**config.mk**
```make
export PLATFORM = sky130hd
export DESIGN_NAME = lcd_reader
export DESIGN_NICKNAME = d
export VERILOG_FILES = /design/src/rtl/lcd_reader.sv
export SDC_FILE = /design/constraint.sdc
export NUM_CORES = 1
export LEC_CHECK = 0
export ABC_AREA = 1
export BUFFER_PORTS_ARGS = -buffer_cell sky130_fd_sc_hd__clkbuf_2
export CORE_UTILIZATION = 30
export CTS_CLUSTER_SIZE = 30
export DETAILED_ROUTE_END_ITERATION = 12
export GPL_TIMING_DRIVEN = 0
export HOLD_SLACK_MARGIN = 0.03
export PLACE_DENSITY = 0.56
export SYNTH_ARGS = -nofsm -noshare
export SYNTH_HDL_FRONTEND = slang
export SYNTH_SLANG_ARGS = --single-unit
```
**constraint.sdc**
```tcl
create_clock -name clk -period 1.7 [get_ports clk]
set_input_delay 0.085 -clock clk [delete_from_list [all_inputs] [get_ports clk]]
set_output_delay 0.085 -clock clk [all_outputs]
set_load 0.03 [all_outputs]
```
**src/rtl/lcd_reader.sv**
```systemverilog
// lcd_reader -- read-side engine for an HD44780-style 8-bit character LCD bus.
//
// Runs single RW=1 bus cycles: RS=0 returns the status byte {BF, AC[6:0]},
// RS=1 returns the DDRAM/CGRAM byte at the cursor. The pins are meant to be
// muxed with a write engine at the top level; idle levels (rs=0, rw=0, en=0)
// match the write engine's idle levels so the mux switch is glitch-free.
//
// Optional feature macro: LCD_RD_BUSY_POLL_EN
//   When defined, an rd_rs=1 request first polls the busy flag with status
//   cycles (up to POLL_MAX of them) and only then runs the data cycle. If the
//   flag never clears, the last status byte is returned with rd_timeout=1.
//
// Parameters:
//   SETUP_CYC  clk cycles RS/RW stable before EN rises (1..255)
//   EN_CYC     clk cycles EN held high (1..255)
//   HOLD_CYC   clk cycles RS/RW held after EN falls (1..255)
//   POLL_MAX   max busy-flag reads before giving up (1..255, poll build only)
//
// Ports:
//   clk        in   system clock
//   rst        in   synchronous reset, active-high
//   rd_req     in   read request, sampled while busy=0
//   rd_rs      in   register select for the request (0=status, 1=data)
//   lcd_db_in  in   LCD data bus pad input
//   lcd_rs     out  LCD RS pin
//   lcd_rw     out  LCD RW pin (1 = LCD drives the bus)
//   lcd_en     out  LCD E pin
//   rd_data    out  captured byte, held until the next capture
//   rd_valid   out  one-cycle completion pulse
//   rd_timeout out  qualifies rd_valid: busy poll gave up
//   busy       out  transaction in progress
module lcd_reader #(
    parameter int SETUP_CYC = 2,
    parameter int EN_CYC    = 4,
    parameter int HOLD_CYC  = 2,
    parameter int POLL_MAX  = 16
) (
    input  logic       clk,
    input  logic       rst,
    input  logic       rd_req,
    input  logic       rd_rs,
    input  logic [7:0] lcd_db_in,
    output logic       lcd_rs,
    output logic       lcd_rw,
    output logic       lcd_en,
    output logic [7:0] rd_data,
    output logic       rd_valid,
    output logic       rd_timeout,
    output logic       busy
);

    // Elaboration-time range checks on the timing parameters.
    if (SETUP_CYC < 1 || SETUP_CYC > 255) begin : g_chk_setup
        $error("SETUP_CYC out of range");
    end
    if (EN_CYC < 1 || EN_CYC > 255) begin : g_chk_en
        $error("EN_CYC out of range");
    end
    if (HOLD_CYC < 1 || HOLD_CYC > 255) begin : g_chk_hold
        $error("HOLD_CYC out of range");
    end
    if (POLL_MAX < 1 || POLL_MAX > 255) begin : g_chk_poll
        $error("POLL_MAX out of range");
    end

    localparam logic [7:0] SETUP_LAST = 8'(SETUP_CYC - 1);
    localparam logic [7:0] EN_LAST    = 8'(EN_CYC - 1);
    localparam logic [7:0] HOLD_LAST  = 8'(HOLD_CYC - 1);

    typedef enum logic [1:0] {
        IDLE  = 2'd0,
        SETUP = 2'd1,
        EN_HI = 2'd2,
        HOLD  = 2'd3
    } state_t;

    state_t     state_q, state_d;
    logic [7:0] cnt_q, cnt_d;          // phase counter shared by all states
    logic       cyc_rs_q, cyc_rs_d;    // RS level of the bus cycle in flight
    logic [7:0] data_q, data_d;
    logic       valid_q, valid_d;
    logic       tmo_q, tmo_d;
    logic       en_q, en_d;
    logic       rw_q, rw_d;
    logic       rs_q, rs_d;
    logic       busy_q, busy_d;

`ifdef LCD_RD_BUSY_POLL_EN
    localparam logic [7:0] POLL_LAST = 8'(POLL_MAX - 1);
    logic       want_data_q, want_data_d;   // request was rd_rs=1: data cycle pending
    logic [7:0] poll_q, poll_d;             // status reads completed minus one
`endif

    // State register (all state and registered pin outputs)
    always_ff @(posedge clk) begin
        if (rst) begin
            state_q  <= IDLE;
            cnt_q    <= 8'h00;
            cyc_rs_q <= 1'b0;
            data_q   <= 8'h00;
            valid_q  <= 1'b0;
            tmo_q    <= 1'b0;
            en_q     <= 1'b0;
            rw_q     <= 1'b0;
            rs_q     <= 1'b0;
            busy_q   <= 1'b0;
`ifdef LCD_RD_BUSY_POLL_EN
            want_data_q <= 1'b0;
            poll_q      <= 8'h00;
`endif
        end else begin
            state_q  <= state_d;
            cnt_q    <= cnt_d;
            cyc_rs_q <= cyc_rs_d;
            data_q   <= data_d;
            valid_q  <= valid_d;
            tmo_q    <= tmo_d;
            en_q     <= en_d;
            rw_q     <= rw_d;
            rs_q     <= rs_d;
            busy_q   <= busy_d;
`ifdef LCD_RD_BUSY_POLL_EN
            want_data_q <= want_data_d;
            poll_q      <= poll_d;
`endif
        end
    end

    // Next-state logic
    always_comb begin
        state_d  = state_q;
        cnt_d    = cnt_q;
        cyc_rs_d = cyc_rs_q;
        data_d   = data_q;
        valid_d  = 1'b0;
        tmo_d    = 1'b0;
`ifdef LCD_RD_BUSY_POLL_EN
        want_data_d = want_data_q;
        poll_d      = poll_q;
`endif
        case (state_q)
            IDLE: begin
                if (rd_req) begin
                    state_d = SETUP;
                    cnt_d   = 8'h00;
`ifdef LCD_RD_BUSY_POLL_EN
                    // Data requests start with a status read; status requests are a single cycle.
                    cyc_rs_d    = 1'b0;
                    want_data_d = rd_rs;
                    poll_d      = 8'h00;
`else
                    cyc_rs_d = rd_rs;
`endif
                end
            end
            SETUP: begin
                if (cnt_q == SETUP_LAST) begin
                    state_d = EN_HI;
                    cnt_d   = 8'h00;
                end else begin
                    cnt_d = cnt_q + 8'h01;
                end
            end
            EN_HI: begin
                if (cnt_q == EN_LAST) begin
                    state_d = HOLD;
                    cnt_d   = 8'h00;
                    data_d  = lcd_db_in;   // capture on the edge that lowers EN
                end else begin
                    cnt_d = cnt_q + 8'h01;
                end
            end
            HOLD: begin
                if (cnt_q == HOLD_LAST) begin
                    cnt_d   = 8'h00;
                    state_d = IDLE;
                    valid_d = 1'b1;
`ifdef LCD_RD_BUSY_POLL_EN
                    // After a poll read, chain straight into the next bus cycle (no idle gap).
                    if (want_data_q && !cyc_rs_q) begin
                        if (!data_q[7]) begin
                            state_d  = SETUP;
                            valid_d  = 1'b0;
                            cyc_rs_d = 1'b1;
                        end else if (poll_q == POLL_LAST) begin
                            tmo_d = 1'b1;
                        end else begin
                            state_d = SETUP;
                            valid_d = 1'b0;
                            poll_d  = poll_q + 8'h01;
                        end
                    end
`endif
                end else begin
                    cnt_d = cnt_q + 8'h01;
                end
            end
            default: begin
                state_d = IDLE;
                cnt_d   = 8'h00;
            end
        endcase
    end

    // Output logic: pins are registered decodes of the next state, so they
    // change only on clock edges and RS/RW can only move while EN is low.
    always_comb begin
        en_d   = (state_d == EN_HI);
        rw_d   = (state_d != IDLE);
        rs_d   = (state_d != IDLE) && cyc_rs_d;
        busy_d = (state_d != IDLE);
    end

    assign lcd_rs     = rs_q;
    assign lcd_rw     = rw_q;
    assign lcd_en     = en_q;
    assign rd_data    = data_q;
    assign rd_valid   = valid_q;
    assign rd_timeout = tmo_q;
    assign busy       = busy_q;

endmodule
```
# Word level (Yosys, flattened, before mapping)
# Index checks and enable logic that the tools add are counted.
# totals
register_bits	23
latch_bits	0
ram_bits	0
rom_bits	0
in_bits	12
output_inout_bits	14
word_cells	35
memories	0
# classes
add_sub_neg	1
multipliers	0
div_mod_pow	0
magnitude_cmp	0
eq_ne	7
n_shift	0
muxes	12
n_bitwise	1
n_reduce_logical	6
# op_table
cell	n
$mux W8	3
$pmux W8 S3	1
$add A8 B1 Y8 const B	1
$eq A8 B1 Y1 const B	1
$eq A8 B2 Y1 const B	1
$mux W2	4
$pmux W2 S4	1
$eq A2 B2 Y1 const B	3
$reduce_or A2 Y1	2
$mux W1	3
$eq A2 B1 Y1 const B	1
$logic_not A2 Y1	1
$ne A2 B2 Y1 const B	1
$reduce_and A2 Y1	1
$reduce_bool A2 Y1	1
$logic_and A1 B1 Y1	1
$not A1 Y1	1

# Logic depth before layout (Yosys ltp)
# Gate-level depths: netlist of run 1.
# depth
word_depth	5
mapped_depth	9
mapped_depth_nobuf	9

# Worst setup path before layout of run 1
# Ideal clock, no wire load.
# synth_timing
kind	register -> register
start	register cnt_q[0]
end	register busy_q (netlist: busy)
setup_ns	0.059
t_arrival_ns	1.146
required_ns	1.641
slack_ns	0.495
path_stages_with_launch	8
path_buffers	0
period_less_slack_ns	1.205
path_cell_list	dfxtp_1 -> ha_1 -> inv_1 -> nor2_2 -> nand3_4 -> nand3_1 -> nand2_1 -> nand2_1
# synth_via
elab_chain_len	4
elab_cells_between_ends	7
cone_classes	eq/ne (2); mux (4); reduce/logical (1)
# synth_lines
element	line_no	text
from (decl)	78	logic [7:0] cnt_q, cnt_d;
from (signal assigned)	113	cnt_q <= cnt_d;
$eq A8 B1 Y1 or $eq A8 B2 Y1 (tied branches)	157, 174, 165	
$mux W2, on equally long branches	174, 157, 165	
$pmux W2 S4 (*)	141	case (state_q)
$reduce_bool A2 Y1 (*)	211	busy_d = (state_d != IDLE);
to (signal assigned)	121	busy_q <= busy_d;
to (decl)	86	logic busy_q, busy_d;
# Every way passes the cells marked *; elsewhere a longest branch is shown, timed or not.
# A chain may end at the register's enable or synchronous reset.

# Worst setup path after layout of run 1
# Ends and elaborated chain as after synthesis.

==> flow_metrics.env, run 1 <==
export IMPL_die_h_um=61.6
export IMPL_ir_drop_mv=0.357
export IMPL_max_freq_mhz=707
export IMPL_holdPathStages=4
export IMPL_vias_per_cell=4.49
export IMPL_min_period_ns=1.41
export IMPL_cts_sinks=23
export IMPL_crit_chain="ha_1 -> inv_1 -> nor2_2 -> nand3_4 -> nand3_1 -> nand2_1 -> nand2_1"
export IMPL_r2r_end="busy"
export IMPL_slowest_delay_ns=0.43
export IMPL_r2r_start="cnt_q[0]"
export IMPL_rsz0062_at_grt="false"
export IMPL_min_path_type="in -> reg"
export IMPL_setup_tns_ns=0
export IMPL_antenna_cells=0
export IMPL_wl_per_cell_um=9.80
export IMPL_min_from="rd_req"
export IMPL_start_kind="flip-flop"
export IMPL_post_cts_buffers=0
export IMPL_clockBufferDepth=2
export IMPL_fp_coreArea_mm2=0.00336
export IMPL_finalClockSkew_ns=0.00270
export IMPL_area_growth_pct=28.2
export IMPL_ys_seq_area_frac=0.432
export IMPL_worst_path_max_fanout=10
export IMPL_drc=0
export IMPL_postSynthAreaPerCell_um2=7.05
export IMPL_crit_type="reg -> reg"
export IMPL_drt_total_wl_mm=2.29
export IMPL_p_leak_uw=0.000662
export IMPL_combPwrFrac=0.170
export IMPL_worstHoldEndpoint="cnt_q[4]"
export IMPL_num_vias=1050
export IMPL_p_total_uw=997
export IMPL_synthesis_area_mm2=0.00106
export IMPL_grt_start_max_net_pins=14
export IMPL_dieArea_mm2=0.00379
export IMPL_reg2reg_depth=7
export IMPL_ctsResizeCount=0
export IMPL_syn_inst=151
export IMPL_worstPathBufferInverterCount=1
export IMPL_cpMostUsedCell="nand2_1"
export IMPL_final_layout_size_suffix_gt1_frac=0.207
export IMPL_pre_cts_slack_ns=0.289
export IMPL_slowest_stage="dfxtp_1"
export IMPL_antenna_left=0
export IMPL_clk_pin_slew_ns=0.13
export IMPL_clock_latency_ns=0.31
export IMPL_yosysUniqueCellTypes=22
export IMPL_switching_share=0.286
export IMPL_cp_arrival_ns=1.68
export IMPL_gr_total_overflow=0
export IMPL_pwr_share_clk=0.255
export IMPL_first_iter_violations=84
export IMPL_gp_congestion=0.768
export IMPL_die_w_um=61.6
export IMPL_antenna_found_initial=0
export IMPL_finalMaxSlewViolations=0
export IMPL_cts_root_buffer_cell="clkbuf_4"
export IMPL_num_rows=21
export IMPL_required_ns=1.97
export IMPL_p_seq_frac=0.576
export IMPL_r2r_setup_slack_ns=0.29
export IMPL_cp_top_family="simple AND/OR/NAND/NOR gates"
export IMPL_setup_violations=0
export IMPL_cts_tree="done"
export IMPL_whs_ns=0.131
export IMPL_ys_warn_count=0
export IMPL_fin_cells=234
export IMPL_grt_usage=0.137
export IMPL_drt_first_pass_iters=4
export IMPL_intPower_uw=712
export IMPL_dpl_hpwl_mm=1.75
export IMPL_synth_nets=165
export IMPL_htree_levels=1
export IMPL_drv_cap=0
export IMPL_dp_cells=220
export IMPL_timing_final_crit_share=0.832
export IMPL_finalNetCount=203
export IMPL_power_density_mw_per_mm2=730
export IMPL_nFillCells=388
export IMPL_numCtsBuffers=3
export IMPL_grt_pass1_vias=982
export IMPL_ios=26
export IMPL_p_sw_uw=285
export IMPL_status="finished clean"
export IMPL_io_buffer_count=23
export IMPL_ys_seq_elements=23
export IMPL_hold_violations=0
export IMPL_grt_pass1_wl_mm=3.86
export IMPL_start_util=0.317
export IMPL_cp_end_kind="flip-flop"
export IMPL_fin_ws_ns=0.286
## synthesized netlist by cell type
cell      count  area share
ha_1          2       0.023
buf_4         2       0.014
nand2_1      28       0.099
o211ai_1      1      0.0071
o21ai_0      12       0.056
dfxtp_1      23        0.43
nand3_1      16       0.075
nor2_4        1       0.011
conb_1        1      0.0035
o21bai_1      2       0.014
xor2_1        1      0.0082
a21o_1        1      0.0071
a21oi_1       6       0.028
nor2_2        4       0.023
nand3_4       1       0.016
inv_1        19       0.067
nor2_1       24       0.085
nor3_1        1      0.0047
buf_2         1      0.0047
inv_2         3       0.011
clkbuf_1      1      0.0035
nand4_1       1      0.0059
## per-stage QoR
step,instance area (um^2),utilization
2_1_floorplan,1060,-
3_3_place_gp,1240,0.368
3_5_place_dp,1240,0.368
4_1_cts,1370,0.406
5_1_grt,1370,0.406
6_report,1370,0.406
## worst max path at each step
stage / from / to / cells past startpoint
2_1_floorplan: cnt_q[0] / busy / 7
3_3_place_gp: cnt_q[0] / lcd_rs / 6
3_5_place_dp: cnt_q[0] / busy / 7
4_1_cts: cnt_q[0] / busy / 7
5_1_grt: cnt_q[0] / busy / 7
6_report: cnt_q[0] / busy / 7
## sequential cells by signal, summed over array words and instances (netlist names)
name	cells
cnt_q	8
lcd_en	1
lcd_rs	1
cyc_rs_q	1
rd_data	8
rd_valid	1
state_q	2
busy	1
## kinds of logic after synthesis
kind of cell,share of synthesized area
flops,0.432
simple gates,0.320
xor+xnor,0.00823
buf+inv,0.0999
other cells,0.00352
compound gates,0.113
fa+ha+maj,0.0235
## worst min-delay path, delay by kind of cell
| family | cells | cell delay [ns] |
|---|---|---|
| AOI/OAI and AO/OA | 1 | 0.05 |
| buffers and inverters | 1 | 0.14 |
| and+or+nand+nor | 2 | 0.14 |
## area by class of cell
cell class | instances | area, um^2 | area share
flip-flops and latches | 23 | 460 | 0.337
clock inverters | 1 | 5.00 | 0.00367
multi-input cells | 102 | 498 | 0.365
clock buffers | 3 | 22.5 | 0.0165
inverters | 22 | 82.6 | 0.0605
plain buffers | 4 | 23.8 | 0.0174
repair buffers | 33 | 215 | 0.158
well taps | 46 | 57.6 | 0.0422
## timing repair
item                       CTS  global route
setup endpoints to repair    0             0
hold buffers                10             0
hold endpoints to repair    13             0
## cell usage in the layout (no fill, tap or decap), drive strengths merged
cell type / instances
dfxtp: 23
a21oi: 6
ha: 2
dlygate4sd3: 10
conb: 1
buf: 3
o211ai: 1
nand3: 17
inv: 22
nor2: 29
clkbuf: 27
o21ai: 12
a21o: 1
nand2: 28
nand4: 1
clkinv: 1
o21bai: 2
xor2: 1
nor3: 1
## power groups by stage
stage / clock network [uW] / registers [uW] / logic, uW
3_5_place_dp: 0 / 586 / 152
4_1_cts: 270 / 574 / 170
5_1_grt: 296 / 578 / 191
6_report: 254 / 574 / 169
2_1_floorplan: 0 / 597 / 97.1
3_3_place_gp: 0 / 586 / 149
## layer usage
metal / GRT usage / part of all wire / routed length [um]
met1: 0.155 / 0.46 / 1050
met2: 0.253 / 0.49 / 1120
met4: 0.0571 / 0.010 / 24
met5: 0 / 0 / 0
met3: 0.0210 / 0.045 / 103
Power figures use the tool's default switching activity.
==> inputs of run 2 (changes only) <==
==> constraint.sdc (replaced) <==
create_clock -name clk -period 1.43 [get_ports clk]
set_input_delay 0.0715 -clock clk [delete_from_list [all_inputs] [get_ports clk]]
set_output_delay 0.0715 -clock clk [all_outputs]
set_load 0.03 [all_outputs]
==> run 2 against run 1 <==
Compared with the run above: sequential cell count unchanged; count of clock-buffer cells in the layout unchanged; final area is 2.2% higher; via count rose by 1.4%; setup slack got worse by 0.16 ns; routed wire length rose by 4.0%; utilization grew 0.89 points; combinational power is 22% higher; register-to-register slack got worse by 0.16 ns.
==> flow_metrics.env, run 2 (synthesis gave the netlist of run 1 again) <==
export IMPL_status="finished clean"
export IMPL_grt_usage=0.137
export IMPL_numCtsBuffers=3
export IMPL_antenna_cells=0
export IMPL_cp_end_kind="flip-flop"
export IMPL_nFillCells=385
export IMPL_grt_pass1_vias=982
export IMPL_ios=26
export IMPL_final_layout_size_suffix_gt1_frac=0.233
export IMPL_gp_congestion=0.768
export IMPL_start_util=0.317
export IMPL_die_h_um=61.6
export IMPL_timing_final_crit_share=0.914
export IMPL_start_kind="flip-flop"
export IMPL_finalMaxSlewViolations=0
export IMPL_clockBufferDepth=2
export IMPL_dieArea_mm2=0.00379
export IMPL_dpl_hpwl_mm=1.75
export IMPL_vias_per_cell=4.53
export IMPL_antenna_left=0
export IMPL_wl_per_cell_um=10.1
export IMPL_cp_arrival_ns=1.54
export IMPL_clk_pin_slew_ns=0.13
export IMPL_max_freq_mhz=765
export IMPL_cts_sinks=23
export IMPL_clock_latency_ns=0.31
export IMPL_layout_commonest_cell="nand2_1"
export IMPL_grt_start_max_net_pins=14
export IMPL_finalClockSkew_ns=0.00270
export IMPL_fp_coreArea_mm2=0.00336
export IMPL_rsz0062_at_grt="false"
export IMPL_num_rows=21
export IMPL_p_leak_uw=0.000664
export IMPL_post_route_util=0.415
export IMPL_antenna_found_initial=0
export IMPL_crit_type="reg -> reg"
export IMPL_slowest_delay_ns=0.39
export IMPL_min_path_type="in -> reg"
export IMPL_die_w_um=61.6
export IMPL_setup_tns_ns=0
export IMPL_slowest_stage="dfxtp_4"
export IMPL_io_buffer_count=23
export IMPL_regArea_um2=465
export IMPL_drv_cap=0
export IMPL_first_iter_violations=69
export IMPL_worst_path_max_fanout=5
export IMPL_area_growth_pct=31.0
export IMPL_crit_chain="ha_2 -> inv_1 -> nor2_4 -> nand2_1 -> nand3_1 -> nand3_1 -> nand2_1 -> inv_1"
export IMPL_hold_violations=0
export IMPL_grt_pass1_wl_mm=3.87
export IMPL_htree_levels=1
export IMPL_required_ns=1.66
export IMPL_cts_root_buffer_cell="clkbuf_4"
export IMPL_setup_violations=0
export IMPL_num_vias=1065
export IMPL_layout_common_cells="28 x nand2_1, 24 x nor2_1, 23 x clkbuf_2"
export IMPL_drt_first_pass_iters=4
export IMPL_drc=0
export IMPL_finalNetCount=204
export IMPL_cts_tree="done"
export IMPL_min_period_ns=1.31
export IMPL_ir_drop_mv=0.424
export IMPL_gr_total_overflow=0
export IMPL_power_density_mw_per_mm2=856
export IMPL_drt_total_wl_mm=2.38
export IMPL_multiInputGateArea_um2=520
==> run 2: cell count changes in the layout (fill, tap and decap cells not counted), sizes merged <==
cell	before	now
nand3	17	18
==> run 2: report_power, final <==
| group | switching [uW] | internal, uW | total (uW) |
|---|---|---|---|
| Combinational | 125 | 81.5 | 206 |
| Clock | 198 | 105 | 303 |
| Sequential | 20.1 | 664 | 684 |
==> run 2: final timing paths <==
check | start | to | slack [ns] | depth (start not counted)
worst max-delay path | cnt_q[0] | cnt_q[2] | 0.12 | 8
worst min-delay path | rd_req | cnt_q[4] | 0.12 | 4
worst max register to register | cnt_q[0] | cnt_q[2] | 0.12 | 8
worst min register to register | rd_data[5] | rd_data[5] | 0.50 | 2
==> run 2: metrics by stage <==
stage                     area (um^2)  setup slack [ns]  total power, uW  hold slack, ns  std cells
after floorplan                  1060             0.225              825           0.234        151
after global placement           1240            0.0434              874           0.320        220
after detailed placement         1240            0.0192              878           0.339        220
after CTS                        1370            0.0309             1210           0.107        234
after global routing             1400           0.00547             1270           0.112        235
final                            1400             0.123             1190           0.119        235
==> run 2: critical path: cells and delay by family (launching register included) <==
family / cells / cell delay [ns]
flip-flops: 1 / 0.39
buffers and inverters: 2 / 0.11
AND/OR/NAND/NOR: 5 / 0.53
adder cells (fa/ha/maj): 1 / 0.20
==> run 2: timing repair <==
item                       CTS  global route
setup endpoints to repair    1            15
pin swaps                    0             1
cloned                       0             1
setup buffers                0             0
gates resized for setup      1            12
hold endpoints to repair    15             0
hold buffers                10             0
==> run 2: area by class of cell <==
cell class                      instances  share of cell area
Timing Repair Buffer                   33               0.154
Buffer                                  4              0.0170
Sequential cell                        23               0.334
Clock buffer                            3              0.0161
Tap cell                               46              0.0413
Inverter                               22              0.0610
Multi-Input combinational cell        103               0.373
Clock inverter                          1             0.00359
==> run 2: routing by layer <==
metal / vias to the layer above / track usage / part of all wire
li1: 550 / - / -
met2: 28 / 0.255 / 0.49
met1: 485 / 0.155 / 0.45
met3: 2 / 0.0210 / 0.047
met5: - / 0 / 0
met4: 0 / 0.0571 / 0.010
